File: src/rtl/maindec_pipe.sv
// maindec_pipe: registered main decoder at the ID/EX boundary.
// Decodes op/funct into the EX control word. It also issues MULT/MULTU/DIV/DIVU
// to the multi-cycle HI/LO unit, counts that unit's busy time, and holds any
// HI/LO consumer in ID until the unit is idle.
//
// Handshakes (strict valid/ready on both sides):
//   ID side : an instruction transfers in on a rising edge where id_valid && id_ready.
//             id_ready never depends on id_valid.
//   EX side : the control word is consumed on a rising edge where ex_valid && ex_ready.
//             While ex_valid && !ex_ready, every output is held stable.
module maindec_pipe #(
    parameter int MUL_CYCLES = 4,
    parameter int DIV_CYCLES = 34,
    parameter bit EN_MULDIV  = 1'b1
) (
    input  logic        clk,
    input  logic        rst,
    input  logic        id_valid,
    input  logic [31:0] id_instr,
    output logic        id_ready,
    input  logic        flush,
    output logic        ex_valid,
    input  logic        ex_ready,
    output logic        regwrite,
    output logic        regdst,
    output logic        alusrc,
    output logic        branch,
    output logic        memwrite,
    output logic        memtoreg,
    output logic        jump,
    output logic [1:0]  hilowe,
    output logic [1:0]  hilochoose,
    output logic        muldiv_start,
    output logic        muldiv_signed,
    output logic        muldiv_isdiv,
    output logic        ri,
    output logic        hilo_busy
);

    localparam int CNT_W = $clog2(DIV_CYCLES + 1);

    // Opcodes
    localparam logic [5:0] EXE_SPECIAL = 6'b000000;
    localparam logic [5:0] EXE_J       = 6'b000010;
    localparam logic [5:0] EXE_BEQ     = 6'b000100;
    localparam logic [5:0] EXE_ADDI    = 6'b001000;
    localparam logic [5:0] EXE_ADDIU   = 6'b001001;
    localparam logic [5:0] EXE_SLTI    = 6'b001010;
    localparam logic [5:0] EXE_SLTIU   = 6'b001011;
    localparam logic [5:0] EXE_ANDI    = 6'b001100;
    localparam logic [5:0] EXE_ORI     = 6'b001101;
    localparam logic [5:0] EXE_XORI    = 6'b001110;
    localparam logic [5:0] EXE_LUI     = 6'b001111;
    localparam logic [5:0] EXE_LB      = 6'b100000;
    localparam logic [5:0] EXE_LH      = 6'b100001;
    localparam logic [5:0] EXE_LW      = 6'b100011;
    localparam logic [5:0] EXE_LBU     = 6'b100100;
    localparam logic [5:0] EXE_LHU     = 6'b100101;
    localparam logic [5:0] EXE_SB      = 6'b101000;
    localparam logic [5:0] EXE_SH      = 6'b101001;
    localparam logic [5:0] EXE_SW      = 6'b101011;

    // SPECIAL functs
    localparam logic [5:0] EXE_SLL   = 6'b000000;
    localparam logic [5:0] EXE_SRL   = 6'b000010;
    localparam logic [5:0] EXE_SRA   = 6'b000011;
    localparam logic [5:0] EXE_SLLV  = 6'b000100;
    localparam logic [5:0] EXE_SRLV  = 6'b000110;
    localparam logic [5:0] EXE_SRAV  = 6'b000111;
    localparam logic [5:0] EXE_MFHI  = 6'b010000;
    localparam logic [5:0] EXE_MTHI  = 6'b010001;
    localparam logic [5:0] EXE_MFLO  = 6'b010010;
    localparam logic [5:0] EXE_MTLO  = 6'b010011;
    localparam logic [5:0] EXE_MULT  = 6'b011000;
    localparam logic [5:0] EXE_MULTU = 6'b011001;
    localparam logic [5:0] EXE_DIV   = 6'b011010;
    localparam logic [5:0] EXE_DIVU  = 6'b011011;
    localparam logic [5:0] EXE_ADD   = 6'b100000;
    localparam logic [5:0] EXE_ADDU  = 6'b100001;
    localparam logic [5:0] EXE_SUB   = 6'b100010;
    localparam logic [5:0] EXE_SUBU  = 6'b100011;
    localparam logic [5:0] EXE_AND   = 6'b100100;
    localparam logic [5:0] EXE_OR    = 6'b100101;
    localparam logic [5:0] EXE_XOR   = 6'b100110;
    localparam logic [5:0] EXE_NOR   = 6'b100111;
    localparam logic [5:0] EXE_SLT   = 6'b101010;
    localparam logic [5:0] EXE_SLTU  = 6'b101011;

    typedef struct packed {
        logic       regwrite;
        logic       regdst;
        logic       alusrc;
        logic       branch;
        logic       memwrite;
        logic       memtoreg;
        logic       jump;
        logic [1:0] hilowe;
        logic [1:0] hilochoose;
        logic       md_start;
        logic       md_signed;
        logic       md_isdiv;
        logic       ri;
    } ctrl_t;

    // Control words: {regwrite..jump, hilowe, hilochoose} then {start, signed, isdiv, ri}
    localparam ctrl_t W_RTYPE = ctrl_t'({11'b11000000000, 4'b0000});
    localparam ctrl_t W_MFHI  = ctrl_t'({11'b11000000011, 4'b0000});
    localparam ctrl_t W_MFLO  = ctrl_t'({11'b11000000001, 4'b0000});
    localparam ctrl_t W_MTHI  = ctrl_t'({11'b00000001011, 4'b0000});
    localparam ctrl_t W_MTLO  = ctrl_t'({11'b00000001001, 4'b0000});
    localparam ctrl_t W_MULT  = ctrl_t'({11'b00000001100, 4'b1100});
    localparam ctrl_t W_MULTU = ctrl_t'({11'b00000001100, 4'b1000});
    localparam ctrl_t W_DIV   = ctrl_t'({11'b00000001100, 4'b1110});
    localparam ctrl_t W_DIVU  = ctrl_t'({11'b00000001100, 4'b1010});
    localparam ctrl_t W_LOAD  = ctrl_t'({11'b10100100000, 4'b0000});
    localparam ctrl_t W_STORE = ctrl_t'({11'b00101000000, 4'b0000});
    localparam ctrl_t W_BEQ   = ctrl_t'({11'b00010000000, 4'b0000});
    localparam ctrl_t W_J     = ctrl_t'({11'b00000010000, 4'b0000});
    localparam ctrl_t W_IMM   = ctrl_t'({11'b10100000000, 4'b0000});
    localparam ctrl_t W_RI    = ctrl_t'({11'b00000000000, 4'b0001});

    logic [5:0]       op;
    logic [5:0]       funct;
    ctrl_t            dec;
    logic             hilo_use;
    logic             hazard;
    logic             xfer_in;
    logic             ex_hs;
    ctrl_t            word_q, word_d;
    logic             valid_q, valid_d;
    logic [CNT_W-1:0] cnt_q, cnt_d;
    logic             unused_bits;

    assign op          = id_instr[31:26];
    assign funct       = id_instr[5:0];
    assign unused_bits = ^id_instr[25:6];

    // Combinational decode of the instruction waiting in ID
    always_comb begin
        dec = W_RI;
        case (op)
            EXE_SPECIAL: begin
                case (funct)
                    EXE_SLL, EXE_SRL, EXE_SRA, EXE_SLLV, EXE_SRLV, EXE_SRAV,
                    EXE_ADD, EXE_ADDU, EXE_SUB, EXE_SUBU, EXE_AND, EXE_OR,
                    EXE_XOR, EXE_NOR, EXE_SLT, EXE_SLTU: dec = W_RTYPE;
                    EXE_MFHI:  dec = W_MFHI;
                    EXE_MFLO:  dec = W_MFLO;
                    EXE_MTHI:  dec = W_MTHI;
                    EXE_MTLO:  dec = W_MTLO;
                    EXE_MULT:  dec = EN_MULDIV ? W_MULT  : W_RI;
                    EXE_MULTU: dec = EN_MULDIV ? W_MULTU : W_RI;
                    EXE_DIV:   dec = EN_MULDIV ? W_DIV   : W_RI;
                    EXE_DIVU:  dec = EN_MULDIV ? W_DIVU  : W_RI;
                    default:   dec = W_RI;
                endcase
            end
            EXE_LW, EXE_LH, EXE_LHU, EXE_LB, EXE_LBU: dec = W_LOAD;
            EXE_SW, EXE_SH, EXE_SB:                   dec = W_STORE;
            EXE_BEQ:                                  dec = W_BEQ;
            EXE_J:                                    dec = W_J;
            EXE_ADDI, EXE_ADDIU, EXE_SLTI, EXE_SLTIU,
            EXE_ANDI, EXE_ORI, EXE_XORI, EXE_LUI:     dec = W_IMM;
            default:                                  dec = W_RI;
        endcase
    end

    // Anything that reads or writes HI/LO must wait for the unit to be idle,
    // including an op issued from EX this very cycle.
    assign hilo_use  = dec.hilowe[1] | (|dec.hilochoose);
    assign hilo_busy = (cnt_q != '0);
    assign hazard    = hilo_use & (hilo_busy | (valid_q & word_q.md_start));
    assign id_ready  = (!valid_q || ex_ready) && !hazard && !flush;
    assign xfer_in   = id_valid && id_ready;
    assign ex_hs     = valid_q && ex_ready;

    // Output stage next state: flush kills, intake loads, consumption leaves a zero bubble
    always_comb begin
        word_d  = word_q;
        valid_d = valid_q;
        if (flush) begin
            word_d  = '0;
            valid_d = 1'b0;
        end else if (xfer_in) begin
            word_d  = dec;
            valid_d = 1'b1;
        end else if (ex_ready) begin
            word_d  = '0;
            valid_d = 1'b0;
        end
    end

    // Output stage register
    always_ff @(posedge clk) begin
        if (rst) begin
            word_q  <= '0;
            valid_q <= 1'b0;
        end else begin
            word_q  <= word_d;
            valid_q <= valid_d;
        end
    end

    // Busy counter next state: an EX handshake of a muldiv op (even if flushed) starts it
    always_comb begin
        cnt_d = cnt_q;
        if (ex_hs && word_q.md_start) begin
            cnt_d = word_q.md_isdiv ? CNT_W'(DIV_CYCLES) : CNT_W'(MUL_CYCLES);
        end else if (cnt_q != '0) begin
            cnt_d = cnt_q - CNT_W'(1);
        end
    end

    // Busy counter register; reset abandons any operation in flight
    always_ff @(posedge clk) begin
        if (rst) begin
            cnt_q <= '0;
        end else begin
            cnt_q <= cnt_d;
        end
    end

    assign ex_valid      = valid_q;
    assign regwrite      = word_q.regwrite;
    assign regdst        = word_q.regdst;
    assign alusrc        = word_q.alusrc;
    assign branch        = word_q.branch;
    assign memwrite      = word_q.memwrite;
    assign memtoreg      = word_q.memtoreg;
    assign jump          = word_q.jump;
    assign hilowe        = word_q.hilowe;
    assign hilochoose    = word_q.hilochoose;
    assign muldiv_start  = word_q.md_start;
    assign muldiv_signed = word_q.md_signed;
    assign muldiv_isdiv  = word_q.md_isdiv;
    assign ri            = word_q.ri;

endmodule
File: config.mk
export PLATFORM = sky130hd
export DESIGN_NAME = maindec_pipe
export DESIGN_NICKNAME = d
export VERILOG_FILES = /design/src/rtl/maindec_pipe.sv
export SDC_FILE = /design/constraint.sdc
export NUM_CORES = 1
export LEC_CHECK = 0
export CORE_UTILIZATION = 43
export CTS_CLUSTER_SIZE = 30
export DETAILED_ROUTE_END_ITERATION = 6
export PLACE_DENSITY_LB_ADDON = 0.3
export SETUP_SLACK_MARGIN = 0.2
export SLEW_MARGIN = 20
export SYNTH_ARGS = -nofsm -noshare
export SYNTH_HDL_FRONTEND = slang
export SYNTH_SLANG_ARGS = --single-unit
File: constraint.sdc
create_clock -name clk -period 2.4 [get_ports clk]
set_input_delay 0.72 -clock clk [delete_from_list [all_inputs] [get_ports clk]]
set_output_delay 0.72 -clock clk [all_outputs]
set_load 0.02 [all_outputs]
==> metrics.md <==
| Metric | Value |
|---|---|
| Slew of the pin with the lowest slew margin | 0.444 ns |
| Routed Wire Length | 3690 um |
| Antenna violations before repair | 0 |
| Vias/cell | 5.72 |
| Commonest cells after routing, fill and taps aside | 42 x buf_4, 22 x clkdlybuf4s50_1, 17 x dfxtp_1 |
| Crit-path max FO | 4 |
| Hold path cells | 2 |
| Layout cell share with drive strength beyond 1 | 33.0% |
| DR iter-0 viols | 62 |
| Routed Antenna Nets | 0 |
| Hold crit path type | flop to flop |
| Latest clock arrival within the worst-skew pair | 0.30 ns |
| Synthesized instance count | 155 |
| Syn_nets | 193 |
| Post-synth ARST share | 0% |
| Crit path DAT | 1.64 ns |
| Largest register FFs | 6 |
| DR pass1 iterations | 6 |
| Num rows | 19 |
| Netlist cell types | 52 |
| Sequence of cells on the critical path | buf_4, or4b_4, nor2_8, inv_2, buf_6 |
| Finished Layout Cells | 258 |
| Synth area leaders | dfxtp_1 31%, a21oi_1 4.5%, nand3b_1 3.9%, mux2i_1 3.7%, nand2b_1 3.7% |
| Critical path required time | 1.68 ns |
| Worst IR Drop VDD | 0.345 mV |
| CTS Sinks | 21 |
| Global placement routability congestion | 0.909 |
| Die Span Y | 57.7 um |
| Largest net degree at the start of global routing | 16 |
| Top delay family on crit path | simple AND/OR/NAND/NOR gates |
| Outcome | finished with violations |
| Grt total ovfl | 0 |
| Share of the synthesized area in the top cell type | 31.5% |
| Number of global-route vias before repair | 1482 |
| Commonest non-fill, non-tap cell in the layout | buf_4 |
| Placed Instances | 249 |
| Worst path max stage delay | 0.58 ns |
| Nets | 266 |
| Diode count | 0 |
| CTS Buf Count | 3 |
| Top cell type by total area after synthesis | dfxtp_1 |
| I/O Buffers | 34 |
| Failing checks | design-rule violations |
| Gr usage total | 23.0% |
| Post-Syn Area | 1340 um2 |
| Pins Over Slew Limit | 0 |
| Clk_skew | 0.00167 ns |
| TNS Setup | 0 ns |
| Critical Path Sink Type | output port |
| Ys flop type | dfxtp_1 |
| I/O pin cnt | 55 |
| Clock transition at the registers of the reported paths | 0.11 ns |
| Final setup viols | 0 |
| Cell Pwr Density | 661 nW/um2 |
| H-tree levels | 1 |
| Core Area | 2850 um2 |
| Crit path time final | 2.36 ns |
| Root Driver | clkbuf_4 |
| Largest Register | cnt_q |
| First-pass GRT wire length | 6120 um |
| Post-layout util | 72.6% |
| Area Growth Syn to Fin | 55.1% |
| Warning count from the yosys run | 0 |
| Crit path kind | flop to output port |
| Die area | 3330 um2 |
| Max-Cap Viols | 0 |
| DR WL/cell | 14.3 um |
| Slowest-stage cell, CP | or4b_4 |
| Register area | 425 um2 |
| DPL Wire Length | 2820 um |
| R2R Setup Slk | 0.46 ns |
| CTS tree | done |
| Final period util | 98.4% |
| Synthesis-stage register bit count | 21 |
| Final hold vios | 0 |
| Drt drc | 1 |
| Post-synthesis sequential area ratio | 31.5% |
| CTS max path bufs | 2 |
| Critical path launch point type | flop |
| # fillers | 232 |
| Initial Utilization | 46.8% |
| WP buf/inv | 3 |
| RSZ-0062 raised after global routing | yes |
| Multi-input gate area | 918 um2 |
| Fmax | 0.424 GHz |
| Vias | 1477 |
| Slew Limit Headroom | 69.6% |
| Die X | 57.7 um |
| Post-Syn Area per Cell | 8.62 um2 |
| WP depth | 5 |
| Leakage | 0.825 nW |
| Worst R2R Path Depth | 8 |
| EDFF count, synth | 0 |
[cell families after synthesis]
logic type,synth area share [%]
AO/OA/AOI/OAI,22.3
XOR/XNOR,0.656
adder cells (fa/ha/maj),0.936
buffers and inverters,4.31
flip-flops,31.5
multiplexers,4.87
AND/OR/NAND/NOR,35.5
[worst reg2reg max path, delay by kind of cell (launching register included)]
family,cells,cell delay (ns)
buf+inv,4,0.44
flops,1,0.34
compound gates,2,0.41
simple gates,2,0.69
[synthesized netlist by cell type (3+ instances only)]
master / instances
nor3b_1: 3
nand4b_1: 3
clkbuf_1: 5
nand3_1: 5
inv_1: 4
o211ai_1: 3
a21oi_1: 12
nand2_1: 9
nor2_1: 8
a211oi_1: 3
nand2b_1: 8
nand3b_1: 7
dfxtp_1: 21
nor2b_1: 6
mux2i_1: 5
nor3_1: 4
[routing by layer]
metal  wire length (um)  up-vias  global-route usage [%]
met5                  0        -                       0
met4                 35        0                    5.10
met3                183        4                    3.13
met2               1880       49                    42.7
met1               1580      693                    28.1
li1                   -      731                       -
[layout make-up]
| type | instances | area share [%] |
|---|---|---|
| clock buffers | 4 | 1.27 |
| flip-flops and latches | 21 | 20.5 |
| multi-input cells | 121 | 44.3 |
| inverters | 5 | 0.906 |
| well taps | 31 | 1.87 |
| repair buffers | 76 | 31.1 |
[worst paths after layout]
| check | from | endpoint |
|---|---|---|
| setup / recovery | cnt_q[4] | hilo_busy |
| hold / removal | jump | jump |
| setup reg to reg | cnt_q[4] | cnt_q[1] |
| hold reg to reg | jump | jump |
[metrics by stage]
step	total power (W)	instance area [um2]	setup WS (ns)	hold slack, ns
finish	0.00137	2070	0.0390	0.469
global route	0.00145	2070	-0.00982	0.494
CTS	0.00133	2050	0.0325	0.471
detailed placement	0.00108	1970	-0.702	0.452
global placement	0.00106	1970	-0.706	0.452
floorplan	0.000797	1360	0.206	0.498
[report_power, final]
part	internal [W]	switching, W
combinational	0.000428	0.000358
clock	0.0000647	0.000104
sequential	0.000390	0.0000248
[repair_timing]
item	4_1_cts	5_1_grt
hold buffers	0	0
pin swaps	6	2
resized for setup	44	2
setup buffers	3	2
endpoints found under the setup margin	3	3
cloned	0	0
Power figures use the tool's default switching activity.
